`src/rtl/oka_mul_arbiter.sv`:
```
// ---------------------------------------------------------------------------
// oka_mul_arbiter
//
// Shares one external 8-bit multiplier between two requesters. Operand pairs
// are accepted one at a time with round-robin arbitration on ties. The
// operands are launched on mul_a/mul_b, the product is captured from mul_y
// MUL_LAT cycles later, and the product is presented on the response port
// until the consumer takes it.
//
// Parameters
//   MUL_LAT     cycles from operand launch to product capture (1..4)
//
// Ports
//   clk         sole clock, rising edge
//   rst_n       asynchronous active-low reset
//   req0_valid  requester 0 has an operand pair
//   req0_ready  requester 0 pair is accepted this cycle (with req0_valid)
//   req0_a/b    requester 0 operands, unsigned 8-bit
//   req1_*      same as req0_* for requester 1
//   mul_a/b     operands held toward the shared multiplier
//   mul_y       16-bit product returned by the shared multiplier
//   rsp_valid   rsp_p / rsp_id are valid
//   rsp_ready   consumer takes the response
//   rsp_id      requester index that owns rsp_p
//   rsp_p       captured product
//   busy        high whenever a transaction is in flight
//   done_cnt    completed responses, wraps 255 -> 0
// ---------------------------------------------------------------------------
module oka_mul_arbiter #(
    parameter int unsigned MUL_LAT = 1
) (
    input  logic        clk,
    input  logic        rst_n,

    input  logic        req0_valid,
    output logic        req0_ready,
    input  logic [7:0]  req0_a,
    input  logic [7:0]  req0_b,

    input  logic        req1_valid,
    output logic        req1_ready,
    input  logic [7:0]  req1_a,
    input  logic [7:0]  req1_b,

    output logic [7:0]  mul_a,
    output logic [7:0]  mul_b,
    input  logic [15:0] mul_y,

    output logic        rsp_valid,
    input  logic        rsp_ready,
    output logic        rsp_id,
    output logic [15:0] rsp_p,

    output logic        busy,
    output logic [7:0]  done_cnt
);

    localparam logic [2:0] LAT = 3'(MUL_LAT);

    typedef enum logic [1:0] {
        IDLE,
        MUL,
        RSP
    } state_t;

    state_t     state;
    logic       last_grant;
    logic       owner;
    logic [2:0] cnt;

    logic       grant_vld;
    logic       grant_id;
    logic       accept;

    // Arbitration: a lone requester wins outright; on a tie the requester
    // that did not win last time is chosen.
    always_comb begin
        grant_vld = req0_valid | req1_valid;
        grant_id  = 1'b0;
        if (req0_valid && req1_valid) begin
            grant_id = ~last_grant;
        end else if (req1_valid) begin
            grant_id = 1'b1;
        end
    end

    // Ready is gated by rst_n so neither requester sees a handshake while
    // the block is held in reset.
    always_comb begin
        req0_ready = rst_n && (state == IDLE) && grant_vld && !grant_id;
        req1_ready = rst_n && (state == IDLE) && grant_vld &&  grant_id;
        accept     = (req0_valid && req0_ready) || (req1_valid && req1_ready);
    end

    assign busy = (state != IDLE);

    always_ff @(posedge clk or negedge rst_n) begin
        if (!rst_n) begin
            state      <= IDLE;
            last_grant <= 1'b1;
            owner      <= 1'b0;
            cnt        <= '0;
            mul_a      <= '0;
            mul_b      <= '0;
            rsp_valid  <= 1'b0;
            rsp_id     <= 1'b0;
            rsp_p      <= '0;
            done_cnt   <= '0;
        end else begin
            case (state)
                IDLE: begin
                    if (accept) begin
                        mul_a      <= grant_id ? req1_a : req0_a;
                        mul_b      <= grant_id ? req1_b : req0_b;
                        owner      <= grant_id;
                        last_grant <= grant_id;
                        cnt        <= LAT;
                        state      <= MUL;
                    end
                end

                // The capture edge is the one on which cnt is 1, so the
                // response appears exactly MUL_LAT edges after accept.
                MUL: begin
                    if (cnt == 3'd1) begin
                        rsp_p     <= mul_y;
                        rsp_id    <= owner;
                        rsp_valid <= 1'b1;
                        cnt       <= '0;
                        state     <= RSP;
                    end else begin
                        cnt <= cnt - 3'd1;
                    end
                end

                RSP: begin
                    if (rsp_ready) begin
                        rsp_valid <= 1'b0;
                        done_cnt  <= done_cnt + 8'd1;
                        state     <= IDLE;
                    end
                end

                default: begin
                    state <= IDLE;
                end
            endcase
        end
    end

endmodule

```
`config.mk`:
```
export PLATFORM = sky130hd
export DESIGN_NAME = oka_mul_arbiter
export DESIGN_NICKNAME = d
export VERILOG_FILES = /design/src/rtl/oka_mul_arbiter.sv
export SDC_FILE = /design/constraint.sdc
export NUM_CORES = 1
export LEC_CHECK = 0
export ABC_AREA = 1
export BUFFER_PORTS_ARGS = -buffer_cell sky130_fd_sc_hd__buf_2
export CORE_MARGIN = 5
export CORE_UTILIZATION = 34
export DETAILED_ROUTE_END_ITERATION = 8
export GPL_TIMING_DRIVEN = 0
export PLACE_DENSITY_LB_ADDON = 0.3
export SYNTH_ARGS = -nofsm -noshare
export SYNTH_HDL_FRONTEND = slang
export SYNTH_SLANG_ARGS = --single-unit
```
`constraint.sdc`:
```
create_clock -name clk -period 1.3 [get_ports clk]
set_input_delay 0.26 -clock clk [delete_from_list [all_inputs] [get_ports clk]]
set_output_delay 0.26 -clock clk [all_outputs]
set_load 0.005 [all_outputs]
```
# After elaboration in Yosys (flattened, before gate mapping)

Cells that the tools add are included.

Register bits: 49
Input bits: 53
Output and inout bits: 45
Logic and storage cells: 53

$add $sub $neg: 2
Eq/ne operators: 6
Mux-type cells: 14
Bitwise gates (word level): 2
Reduce and logical (&&, ||, !) cells: 19

Operators by type and width:

| operator                                                            | number |
|---|---|
| 8-bit two-way mux                                                   | 2 |
| 8-bit by 1-bit adder with 8-bit output (second input constant)      | 1 |
| 2-bit AND reduction                                                 | 4 |
| 1-bit logical AND                                                   | 7 |
| 2-bit two-way mux                                                   | 3 |
| 3-bit two-way mux                                                   | 2 |
| 2-bit != test (second input constant)                               | 3 |
| 2-bit one-hot mux with 3 select lines                               | 1 |
| 3-bit one-hot mux with 2 select lines                               | 1 |
| 3-bit AND reduction                                                 | 2 |
| 2-bit nonzero test                                                  | 3 |
| 1-bit two-way mux                                                   | 4 |
| 3-bit by 1-bit == test with 1-bit output (second input constant)    | 1 |
| 3-bit by 1-bit subtractor with 3-bit output (second input constant) | 1 |
| 2-bit by 1-bit == test with 1-bit output (second input constant)    | 1 |
| 2-bit == test (second input constant)                               | 1 |
| 2-bit zero test                                                     | 1 |
| 1-bit one-hot mux with 2 select lines                               | 1 |
| 1-bit zero test                                                     | 1 |
| 1-bit logical OR                                                    | 1 |
| 1-bit inverter                                                      | 1 |
| 1-bit bitwise OR                                                    | 1 |

# Logic depth before layout (Yosys ltp)

Depth after elaboration: 8
Mapped depth: 8
Depth with buffers taken out: 7

# Worst setup path after synthesis

No wires, ideal clock.

Path type: register -> output
From: register last_grant
To: output req1_ready
Arrival time: 1.058 ns
Slack: -0.018 ns
Cell stages (with the launch flop): 7
Path buffers: 1
Cell sequence: dfstp_2 -> nand2_1 -> nand2_2 -> inv_2 -> buf_2 -> nand2_1 -> inv_1

Cells in the longest elaborated chain, start to end: 3

RTL lines:

| item                   | RTL line | RTL |
|---|---|---|
| start, declared        | 67       | `logic last_grant;` |
| start signal, assigned | 116      | `last_grant <= grant_id;` |
| 1-bit inverter         | 81       | `grant_id = ~last_grant;` |
| 1-bit two-way mux      | 80       | `if (req0_valid && req1_valid) begin` |
| 1-bit logical AND      | 91       | `req1_ready = rst_n && (state == IDLE) && grant_vld && grant_id;` |
| end, declared          | 41       | `output logic req1_ready,` |

Every way passes these cells.

# Final worst setup path

From: register state[1]
To: output req1_ready

Cells in the longest elaborated chain, start to end: 4

RTL lines:

| item                           | RTL line | RTL |
|---|---|---|
| start, declared                | 66       | `state_t state;` |
| start signal, assigned         | 99       | `state <= IDLE;` |
| start signal, assigned         | 118      | `state <= MUL;` |
| start signal, assigned         | 130      | `state <= RSP;` |
| 2-bit zero test                | 91       |  |
| 1-bit logical AND (3 in a row) | 91       |  |

Every way passes these cells.

==> results.sh <==
export IMPL_grt_util_all_layers=0.146
export IMPL_period_share=1.19
export IMPL_yosysUniqueCellTypes=23
export IMPL_fin_skew_ns=0.00670
export IMPL_dp_cells=468
export IMPL_cp_num_buf_inv=3
export IMPL_worstSetupPathType="flop to output port"
export IMPL_synth_top_family_by_area="simple AND/OR/NAND/NOR gates"
export IMPL_cts_buffer_depth=2
export IMPL_fin_ws_ns=-0.245
export IMPL_final_max_slew_viol_count=0
export IMPL_grtUsageMet1=0.186
export IMPL_finalSetupViolCount=38
export IMPL_clk_pin_slew_ns=0.09
export IMPL_dieHeight_um=92.0
export IMPL_sw_frac_of_total=0.386
export IMPL_power_frac_seq=0.387
export IMPL_grt_pass1_vias=2057
export IMPL_floorplan_rows=29
export IMPL_maxCapViolCount=0
export IMPL_grt_antenna_before_repair=0
export IMPL_synth_ff_type="dfrtp_1"
export IMPL_worst_setup_path_start_kind="flop"
export IMPL_period_needed_ns=1.54
export IMPL_io_buffers=97
export IMPL_hold_viol_final=24
export IMPL_intPower_mw=4.20
export IMPL_synthXorXnorAreaFrac=0.0192
export IMPL_clock_sinks=49
export IMPL_worstReg2RegStart="state[1]$_DFFE_PN0P_"
export IMPL_grt_ovfl_total=0
export IMPL_outcome="finished with violations"
export IMPL_hold_class="primary input to asynchronous set/reset pin"
export IMPL_async_flop_share=1.00
export IMPL_busiest_layer="met2"
export IMPL_yosys_warnings=0
export IMPL_grt_max_degree=51
export IMPL_stdcell_area_sq_mm=0.00341
export IMPL_p_clk_frac=0.133
export IMPL_rr_worst_depth=9
export IMPL_cts_buffers=5
export IMPL_reg2reg_slack_ns=-0.11
export IMPL_cpPeakStageDelay_ns=0.41
export IMPL_fin_cells=501
export IMPL_synth_compound_area_frac=0.00985
export IMPL_worstPathRequired_ns=1.04
export IMPL_power_frac_comb=0.480
export IMPL_cp_cell_sequence="inv_2 > nand2_4 > nor3_4 > nand2_4 > inv_2 > buf_2"
export IMPL_crit_path_max_fanout=3
export IMPL_p_switching_mw=2.63
export IMPL_dieWidth_um=92.0
export IMPL_multi_input_area_sq_mm=0.00106
export IMPL_worstSkewPairLatency_ns=0.30
export IMPL_drt_initial_drc_count=65
export IMPL_dieArea_sq_mm=0.00846
export IMPL_end_kind="output port"
export IMPL_worst_pin_slew_ns=0.243
export IMPL_drc=0
export IMPL_groute_layer_met3_usage=0.0565
export IMPL_worst_path_max_delay_cell="dfrtp_1"
export IMPL_p_leak_nw=2.03
export IMPL_initial_core_util=0.354
export IMPL_synth_top_area_frac=0.525
export IMPL_whs_ns=-0.235
export IMPL_syn_nets=350
export IMPL_muxShareOfSynthArea=0
export IMPL_grt_pass1_wl_um=9940
export IMPL_n_antenna_cell=0
export IMPL_dpl_cell_area_sq_mm=0.00288
export IMPL_syn_cell_area_sq_mm=0.00229
export IMPL_worstReg2RegEnd="rsp_p[11]$_DFFE_PN0P_"
export IMPL_regArea_sq_mm=0.00123
export IMPL_synth_area_leaders="dfrtp_1 (53%), nand2_1 (30%), inv_1 (2.5%)"
export IMPL_synth_avg_cell_area_sq_um=7.78
export IMPL_synth_top_area_cell="dfrtp_1"
export IMPL_ys_seq_area_frac=0.537
export IMPL_power_per_cell_area_mw_per_mm2=2000
export IMPL_cts_tree="yes"
export IMPL_post_dp_hpwl_um=4150
export IMPL_synthTopCellsByCount="nand2_1 (180), dfrtp_1 (48), inv_1 (15)"
export IMPL_total_power_mw=6.83
export IMPL_tns_ns=-2.85
export IMPL_slew_headroom=0.838
export IMPL_layout_drive_gt1_share=0.415
export IMPL_area_delta_synth_final_pct=49.4
export IMPL_vias=2188
export IMPL_design_core_area_sq_mm=0.00646
export IMPL_wl_per_cell_um=12.7
export IMPL_rsz0062_at_grt="true"
export IMPL_detail_route_antenna_nets=0
export IMPL_timing_fmax_ghz=0.647
export IMPL_n_fill_cell=633
export IMPL_cts_root_buf="clkbuf_8"
export IMPL_crit_family="flip-flops"
export IMPL_syn_instance_count=294
export IMPL_routed_wl_um=6350
export IMPL_layout_nets=480
export IMPL_synthSimpleGateAreaFrac=0.362
export IMPL_gr_usage_met2=0.231
export IMPL_synth_seq_cells=49
export IMPL_dr_pass1_iters=4
export IMPL_vias_per_cell=4.37
export IMPL_synthAdderAreaFrac=0.0164
export IMPL_pin_count=98
export IMPL_cts_htree_levels=2
export IMPL_yosysMostFrequentCell="nand2_1"
export IMPL_peakVddDrop_uv=797
export IMPL_worstPathArrival_ns=1.28
export IMPL_violations="hold timing, setup timing"
export IMPL_gp_congestion=0.797
export IMPL_synth_edff_count=0
==> cell type report <==
cell class | count | area share
flip-flops and latches | 49 | 0.359
multi-input cells | 218 | 0.310
repair buffers | 126 | 0.236
well taps | 77 | 0.0282
clock buffers | 6 | 0.0242
inverters | 19 | 0.0238
plain buffers | 5 | 0.0158
clock inverters | 1 | 0.00220
==> worst reg2reg max path: stages, from the launching register on <==
cell     delay, ns
dfrtp_1       0.41
inv_2         0.12
buf_4         0.12
buf_4         0.11
nand2_4       0.06
nor2_4        0.16
inv_4         0.07
buf_6         0.13
nand2_1       0.05
nand2_1       0.06
==> sequential cells by signal (all words and copies together), names as in the netlist, 2 cells and up <==
signal	flops
cnt	3
done_cnt	8
mul_a	8
mul_b	8
rsp_p	16
state	2
==> power groups by stage <==
stage / sequential [mW] / combinational [mW] / clock, mW
6_report: 2.65 / 3.28 / 0.909
5_1_grt: 2.74 / 3.67 / 1.02
4_1_cts: 2.64 / 2.84 / 0.945
3_5_place_dp: 2.65 / 2.53 / 0
3_3_place_gp: 2.63 / 2.45 / 0
2_1_floorplan: 2.67 / 1.38 / 0
==> metal layers <==
metal  wire length (um)  vias up
met5                  0        -
met4                 74        0
met3                553        7
met2               2950       80
met1               2770      962
li1                   -     1139
==> metrics by stage <==
| stage | setup WS [ns] | util |
|---|---|---|
| global placement | -1.17 | 0.445 |
| global route | -0.312 | 0.529 |
| detailed placement | -1.16 | 0.445 |
| floorplan | 0.0000823 | - |
| finish | -0.245 | 0.529 |
| CTS | -0.313 | 0.483 |
==> cell families (layout without fill, tap and decap cells) <==
kind of cell,after synthesis,in the layout
flops,49,49
buf+inv,27,157
simple gates,206,206
fa+ha+maj,3,3
compound gates,4,4
xor+xnor,5,5
==> worst max path at each step <==
stage / start / slack [ns] / end / cells after the start
finish: state[1]$_DFFE_PN0P_ / -0.24 / req1_ready / 6
global route: state[1]$_DFFE_PN0P_ / -0.31 / req1_ready / 6
CTS: state[1]$_DFFE_PN0P_ / -0.31 / req1_ready / 6
detailed placement: rst_n / -1.16 / req1_ready / 6
global placement: rst_n / -1.17 / req1_ready / 6
floorplan: last_grant$_DFFE_PN1P_ / 0.00008 / req0_ready / 5
==> what timing repair did <==
item	CTS	global route
gates resized for setup	18	44
cloned	1	3
hold endpoints to repair	48	49
pin swaps	7	26
endpoints found under the setup margin	44	38
buffers inserted	13	11
==> layout by cell type (no fill, tap or decap) <==
cell             n
a21oi_1          1
buf_12           1
buf_16           1
buf_2           97
buf_4           18
buf_6            9
buf_8            2
clkbuf_16        2
clkbuf_8         6
clkinvlp_4       1
dfrtp_1         48
dfstp_2          1
dlygate4sd3_1    1
ha_1             3
inv_1           14
inv_2            3
inv_4            1
inv_8            1
nand2_1        159
nand2_2         15
nand2_4          9
nand3_1          8
nand3_2          1
nand3_4          1
nand4_1          2
nor2_1           4
nor2_2           2
nor2_4           3
nor3_4           1
o21ai_0          1
o21ai_1          1
o31ai_1          1
or2_2            1
xor2_1           5
(Power assumes the default switching activity.)
